## config.mk

```make
export PLATFORM = sky130hd
export DESIGN_NAME = par_to_ser
export DESIGN_NICKNAME = d
export VERILOG_FILES = /design/src/rtl/par_to_ser.sv
export SDC_FILE = /design/constraint.sdc
export NUM_CORES = 1
export LEC_CHECK = 0
export ABC_AREA = 1
export ABC_CLOCK_PERIOD_IN_PS = 2500
export CORE_MARGIN = 2
export CORE_UTILIZATION = 44
export DETAILED_ROUTE_END_ITERATION = 8
export PLACE_DENSITY = 0.77
export SLEW_MARGIN = 20
export SYNTH_ARGS = -nofsm -noshare
export SYNTH_HDL_FRONTEND = slang
export SYNTH_SLANG_ARGS = --single-unit
```

## constraint.sdc

```tcl
create_clock -name clk -period 2.5 [get_ports clk]
set_input_delay 0.5 -clock clk [delete_from_list [all_inputs] [get_ports clk]]
set_output_delay 0.5 -clock clk [all_outputs]
set_load 0.02 [all_outputs]
```

## src/rtl/par_to_ser.sv

```systemverilog
// par_to_ser: parallel-in, serial-out converter for the single-bit serial link.
//
// Takes a WIDTH-bit word on a valid/ready handshake and sends it one bit per
// accepted beat on a serial valid/ready stream. The final bit of each word is
// flagged with ser_last_o. A new word may be accepted on the same edge that
// transfers the final bit of the current word, so back-to-back words stream
// with no idle cycle.
//
// Parameters:
//   WIDTH     - word width in bits (>= 2)
//   MSB_FIRST - 0: bit 0 is sent first; 1: bit WIDTH-1 is sent first
//
// Ports:
//   clk         - rising-edge clock
//   reset       - asynchronous reset, active low
//   in_valid_i  - producer has a word on in_data_i
//   in_data_i   - parallel word
//   in_ready_o  - word is accepted this cycle if in_valid_i is high
//   ser_valid_o - ser_data_o holds a valid bit
//   ser_data_o  - current serial bit
//   ser_last_o  - current bit is the final bit of the word
//   ser_ready_i - consumer accepts the current bit
module par_to_ser #(
  parameter int WIDTH     = 8,
  parameter bit MSB_FIRST = 1'b0
) (
  input  logic             clk,
  input  logic             reset,
  input  logic             in_valid_i,
  input  logic [WIDTH-1:0] in_data_i,
  output logic             in_ready_o,
  output logic             ser_valid_o,
  output logic             ser_data_o,
  output logic             ser_last_o,
  input  logic             ser_ready_i
);

  localparam int CNT_W = $clog2(WIDTH);
  localparam logic [CNT_W-1:0] LAST_IDX = CNT_W'(WIDTH - 1);

  typedef enum logic {
    IDLE  = 1'b0,
    SHIFT = 1'b1
  } state_t;

  state_t           state_q, state_d;
  logic [WIDTH-1:0] shreg_q, shreg_d;
  logic [CNT_W-1:0] cnt_q,   cnt_d;

  logic             out_bit;
  logic             at_last;
  logic [WIDTH-1:0] shifted;

  // Bit currently at the output end of the shift register.
  assign out_bit = MSB_FIRST ? shreg_q[WIDTH-1] : shreg_q[0];

  // Shift toward the output end with zero fill.
  assign shifted = MSB_FIRST ? {shreg_q[WIDTH-2:0], 1'b0}
                             : {1'b0, shreg_q[WIDTH-1:1]};

  assign at_last = (state_q == SHIFT) && (cnt_q == LAST_IDX);

  // Outputs are gated by state so IDLE always shows a clean, quiet stream.
  assign ser_valid_o = (state_q == SHIFT);
  assign ser_data_o  = (state_q == SHIFT) ? out_bit : 1'b0;
  assign ser_last_o  = at_last;

  // Ready is also raised while the last bit is being taken, which lets the
  // next word load on the same edge (combinational path from ser_ready_i).
  assign in_ready_o = (state_q == IDLE) || (at_last && ser_ready_i);

  always_comb begin
    state_d = state_q;
    shreg_d = shreg_q;
    cnt_d   = cnt_q;
    unique case (state_q)
      IDLE: begin
        if (in_valid_i) begin
          shreg_d = in_data_i;
          cnt_d   = '0;
          state_d = SHIFT;
        end
      end
      SHIFT: begin
        if (ser_ready_i) begin
          if (!at_last) begin
            shreg_d = shifted;
            cnt_d   = cnt_q + CNT_W'(1);
          end else if (in_valid_i) begin
            // Word done and the next one is waiting: reload with no bubble.
            shreg_d = in_data_i;
            cnt_d   = '0;
          end else begin
            shreg_d = shifted;
            cnt_d   = '0;
            state_d = IDLE;
          end
        end
      end
      default: state_d = IDLE;
    endcase
  end

  always_ff @(posedge clk or negedge reset) begin
    if (!reset) begin
      state_q <= IDLE;
      shreg_q <= '0;
      cnt_q   <= '0;
    end else begin
      state_q <= state_d;
      shreg_q <= shreg_d;
      cnt_q   <= cnt_d;
    end
  end

endmodule
```

==> impl_metrics.py, run 1 <==
metrics = {
    "synthesis": {
        "synth_area_leader_cell": "dfrtp_1",
        "synthAdderAreaFrac": 0.0370,
        "synth_compound_area_frac": 0,
        "synth_xor_area_frac": 0,
        "synthTopCellsByCount": "nand3_1, nand2_1, inv_1",
        "ys_seq_area_frac": 0.444,
        "ys_async_sr_fraction": 1.00,
        "syn_nets": 107,
        "synth.most_common_cell": "nand3_1",
        "synth_edf_count": 0,
        "ys.flop_type": "dfrtp_1",
        "syn-cell-area_um2": 676,
        "synth_top_area_frac": 0.444,
        "synth-seq-cells": 12,
        "synth_cell_types": 11,
        "synth_warnings": 0,
        "syn-instance-count": 93,
        "synth_area_leaders": "dfrtp_1, nand3_1, nand2_1",
        "synth-simple-area-share": 0.367,
        "synth_top_family_by_area": "simple AND/OR/NAND/NOR gates",
        "syn_area_per_cell_um2": 7.27,
        "synth_mux_area_frac": 0.0148,
    },
    "critical_path": {
        "worstPathArrival_ns": 1.82,
        "startpoint_type": "flop",
        "path_max_fanout": 4,
        "required_ns": 2.00,
        "worstSetupPathType": "reg -> out",
        "r2r.worst_path.cells": 4,
        "crit_path_end_kind": "output pin",
    },
    "place": {
        "gp_congestion": 0.734,
        "io_buffers": 15,
        "dp.final_hpwl_um": 1050,
    },
    "floorplan": {
        "core_area_um2": 1470,
        "start_util": 0.459,
        "rows": 14,
        "die_y_um": 43.2,
        "boundaryPins": 16,
        "die_area_um2": 1860,
        "die_w_um": 43.2,
    },
    "sta": {
        "rsz0062_at_grt": "no",
        "maxSlewHeadroom": 0.642,
        "clock_skew_ns": 0.00110,
        "drv_slew": 0,
        "post-route-period-util": 0.927,
        "fmax_ghz": 0.432,
        "fin_crit_ns": 2.32,
        "whs_ns": 0.508,
        "hold_viol": 0,
        "fin_tns_setup_ns": 0,
        "worst_pin_slew_ns": 0.535,
        "setup_viol": 0,
    },
    "power_and_ir_drop": {
        "p_seq_frac": 0.419,
        "p_sw_frac": 0.345,
        "p_per_area_nw_per_um2": 846,
        "clkPwrFrac": 0.212,
        "p_total_uw": 732,
        "p_int_uw": 479,
        "comb_power_share": 0.369,
        "ir_drop_v": 0.000420,
        "power.leakage_uw": 0.000495,
        "p_switching_uw": 253,
    },
    "clock_network": {
        "holdBufCountCts": 0,
        "clk_pin_slew_ns": 0.08,
        "numCtsBuffers": 3,
        "cts_htree_levels": 1,
        "cts_max_path_buffers": 2,
        "post_cts.repair.setup_buffers": 0,
        "cts_tree": "built",
        "clkLatencyLatePin_ns": 0.27,
        "clockRootBuffer": "clkbuf_4",
        "cts_resized": 0,
        "clock_sinks": 12,
    },
    "global_route": {
        "antenna_found_initial": 0,
        "grt_use_total": 0.188,
        "grt_pass1_vias": 547,
        "grt_overflow": 0,
        "grt_max_degree": 15,
        "grt_pass1_wl_um": 2480,
    },
    "run_status": {
        "status": "finished clean",
    },
    "cells_and_area": {
        "layout-drive-gt1-share": 0.0734,
        "fill_cells": 146,
        "diodes": 0,
        "nets": 124,
        "synthToLayoutAreaGrowth_pct": 28.0,
    },
    "drt": {
        "num_vias": 622,
        "vias_per_cell": 4.98,
        "wl_per_cell_um": 11.7,
        "ant_nets": 0,
        "drt_iter0_drc": 11,
        "drc": 0,
        "routed_wl_um": 1460,
        "drt-pass1-iter-count": 4,
    },
    "min_path": {
        "whs_path_depth": 1,
        "worst_hold_path_type": "reg -> reg",
    },
    "run": {
        "cap_violations": 0,
    },
}
-- per-layer routing --
layer / global-route usage / vias to the layer above / wire (µm)
met3: 0.0511 / 2 / 75
met4: 0.0909 / 0 / 19
met2: 0.266 / 13 / 725
met1: 0.262 / 289 / 640
met5: 0 / - / 0
li1: - / 318 / -
-- area by class of cell --
cell class / count / area (µm²) / share of cell area
clock buffers: 4 / 36.3 / 0.0420
inverters: 20 / 75.1 / 0.0868
multi-input cells: 58 / 283 / 0.327
flip-flops and latches: 12 / 300 / 0.347
well taps: 16 / 20.0 / 0.0232
repair buffers: 15 / 150 / 0.174
-- critical path: stages, from the launching register on --
cell and delay, ns:
dfrtp_1 0.41, ha_1 0.21, ha_1 0.23, nand2_1 0.07, nand2_1 0.06, clkdlybuf4s50_1 0.56
-- metrics by stage --
stage               std cells  setup slack (ns)  instance area, µm²  utilization
floorplan                  93              1.02                 676            -
global placement          121             0.297                 828        0.563
detailed placement        121             0.285                 828        0.563
CTS                       125             0.186                 865        0.588
global route              125             0.107                 865        0.588
finish                    125             0.184                 865        0.588
-- path summary, 6_finish.rpt --
kind,start,slack (ns),to
max in group asynchronous,reset,1.57,shreg_q[2]
min in group asynchronous,reset,0.57,shreg_q[4]
min,cnt_q[0],0.51,cnt_q[0]
max,cnt_q[0],0.18,in_ready_o
max reg2reg,ser_valid_o,0.91,shreg_q[5]
min reg2reg,cnt_q[0],0.51,cnt_q[0]
-- flip-flops by register name (all words and copies together), names as in the netlist --
| register | flops |
|---|---|
| ser_valid_o | 1 |
| shreg_q | 8 |
| cnt_q | 3 |
-- logic make-up after synthesis --
logic type	Yosys count
simple gates	55
buf+inv	23
flops	12
fa+ha+maj	2
mux	1
-- power by group through the flow --
stage	sequential (µW)	combinational (µW)	clock, µW
after floorplan	299	191	0
after global placement	306	259	0
after detailed placement	310	272	0
after CTS	305	275	160
after global routing	314	310	168
final	307	270	155
-- layout by cell type (no fill, tap or decap), drive strengths merged --
master / count
clkbuf: 4
clkdlybuf4s50: 15
clkinv: 1
dfrtp: 12
ha: 2
inv: 19
mux2i: 1
nand2: 28
nand3: 27
(Power assumes the default switching activity.)
==> run 2, diff against run 1 <==
--- a/config.mk
+++ b/config.mk
@@ -8,9 +8,9 @@
 export ABC_AREA = 1
 export ABC_CLOCK_PERIOD_IN_PS = 2500
 export CORE_MARGIN = 2
-export CORE_UTILIZATION = 44
+export CORE_UTILIZATION = 45
 export DETAILED_ROUTE_END_ITERATION = 8
-export PLACE_DENSITY = 0.77
+export PLACE_DENSITY = 0.78
 export SLEW_MARGIN = 20
 export SYNTH_ARGS = -nofsm -noshare
 export SYNTH_HDL_FRONTEND = slang
==> impl_metrics.py, run 2 (synthesis gave the netlist of run 1 again) <==
metrics = {
    "run_status": {
        "status": "finished clean",
    },
    "clock_network": {
        "clkLatencyLatePin_ns": 0.27,
        "cts_resized": 0,
        "clk_pin_slew_ns": 0.07,
        "clockRootBuffer": "clkbuf_4",
        "holdBufCountCts": 0,
        "numCtsBuffers": 3,
        "cts_tree": "built",
        "post_cts.repair.setup_buffers": 0,
        "cts_htree_levels": 1,
        "clock_sinks": 12,
        "cts_max_path_buffers": 2,
    },
    "critical_path": {
        "reg2reg_to": "shreg_q[7]",
        "endpoint": "in_ready_o",
        "path_max_fanout": 4,
        "cp_top_family": "buffers and inverters",
        "required_ns": 2.00,
        "crit_cells": 5,
        "path_buf_inv": 1,
        "rrSetupSlack_ns": 0.95,
        "slowest_delay_ns": 0.56,
        "crit_start": "cnt_q[0]",
        "worstPathArrival_ns": 1.79,
        "regToRegStartpoint": "ser_valid_o",
        "worstSetupPathType": "reg -> out",
        "critical-path-slowest-cell": "clkdlybuf4s50_1",
        "startpoint_type": "flop",
        "r2r.worst_path.cells": 4,
        "crit_chain": "ha_1, ha_1, nand2_1, nand2_1, clkdlybuf4s50_1",
        "crit_path_end_kind": "output pin",
    },
    "power_and_ir_drop": {
        "p_seq_frac": 0.425,
        "clkPwrFrac": 0.209,
        "p_int_uw": 479,
        "p_switching_uw": 241,
        "p_sw_frac": 0.335,
        "p_per_area_nw_per_um2": 833,
        "power.leakage_uw": 0.000495,
        "ir_drop_v": 0.000501,
        "comb_power_share": 0.366,
    },
    "global_route": {
        "grt_pass1_wl_um": 2240,
        "grt_overflow": 0,
        "grt_pass1_vias": 523,
        "grt_max_degree": 15,
        "antenna_found_initial": 0,
        "grt_use_total": 0.169,
    },
    "sta": {
        "setup_viol": 0,
        "maxSlewHeadroom": 0.639,
        "fin_crit_ns": 2.29,
        "post-route-period-util": 0.917,
        "rsz0062_at_grt": "no",
        "hold_viol": 0,
        "clock_skew_ns": 0.00602,
        "worst_slack_ns": 0.208,
        "fmax_ghz": 0.436,
        "whs_ns": 0.481,
        "worst_pin_slew_ns": 0.540,
        "drv_slew": 0,
        "fin_tns_setup_ns": 0,
    },
    "floorplan": {
        "die_area_um2": 1830,
        "die_w_um": 42.8,
        "die_y_um": 42.8,
        "boundaryPins": 16,
        "rows": 13,
        "start_util": 0.500,
        "core_area_um2": 1350,
    },
    "drt": {
        "drc": 0,
        "num_vias": 598,
        "drt_iter0_drc": 7,
        "drt-pass1-iter-count": 2,
        "vias_per_cell": 4.82,
        "wl_per_cell_um": 10.4,
        "ant_nets": 0,
        "routed_wl_um": 1280,
    },
    "cells_and_area": {
        "mostFrequentLayoutCells": "nand3_1, nand2_1, inv_1",
        "final_common_cell": "nand3_1",
        "layout-drive-gt1-share": 0.0734,
        "synthToLayoutAreaGrowth_pct": 27.8,
        "top_register": "shreg_q",
        "nets": 124,
        "largest_reg_flops": 8,
        "diodes": 0,
    },
    "place": {
        "gp_congestion": 0.753,
        "post-place-ws_ns": 0.271,
        "dp.final_hpwl_um": 932,
        "io_buffers": 15,
    },
    "min_path": {
        "worst_hold_path_type": "reg -> reg",
        "worstHoldStart": "cnt_q[0]",
    },
    "run": {
        "cap_violations": 0,
    },
}
[run 2: cell counts in the layout (fill, tap and decap cells not counted)]
No cell type changed its count.
[run 2: layer usage]
layer | vias up | global-route usage | share of wire
met5 | - | 0 | 0
met4 | 0 | 0.0563 | 0.013
met3 | 2 | 0.0766 | 0.050
met2 | 10 | 0.242 | 0.46
met1 | 263 | 0.224 | 0.48
li1 | 323 | - | -
[run 2: power groups by stage]
| stage | registers [µW] | clock network [µW] | logic (µW) |
|---|---|---|---|
| finish | 306 | 151 | 263 |
| global route | 314 | 171 | 303 |
| CTS | 306 | 156 | 267 |
| detailed placement | 310 | 0 | 266 |
| global placement | 306 | 0 | 259 |
| floorplan | 299 | 0 | 191 |
[run 2: worst min path at each step]
stage / end / slack, ns / depth (start not counted)
finish: cnt_q[0] / 0.48 / 1
global route: cnt_q[0] / 0.51 / 1
CTS: cnt_q[0] / 0.49 / 1
detailed placement: cnt_q[0] / 0.48 / 1
global placement: cnt_q[0] / 0.47 / 1
floorplan: cnt_q[0] / 0.20 / 0
[run 2: final cells by class]
cell class	count	area (µm²)
fill	124	487
sequential	12	300
multi-input combinational	58	283
tap	15	18.8
clock buffer	4	36.3
inverter	20	75.1
timing repair buffer	15	150
[run 2: through the flow]
stage | util | instances | power (µW) | cell area (µm²)
after detailed placement | 0.613 | 120 | 576 | 827
final | 0.639 | 124 | 719 | 863
after global placement | 0.613 | 120 | 566 | 827
after CTS | 0.639 | 124 | 729 | 863
after floorplan | - | 93 | 490 | 676
after global routing | 0.639 | 124 | 788 | 863
[run 2: worst register-to-register path, cell delays in order, from the launching register on]
cell,delay (ns)
dfrtp_1,0.63
nand2_1,0.38
nand2_2,0.30
nand3_1,0.11
nand2_1,0.07
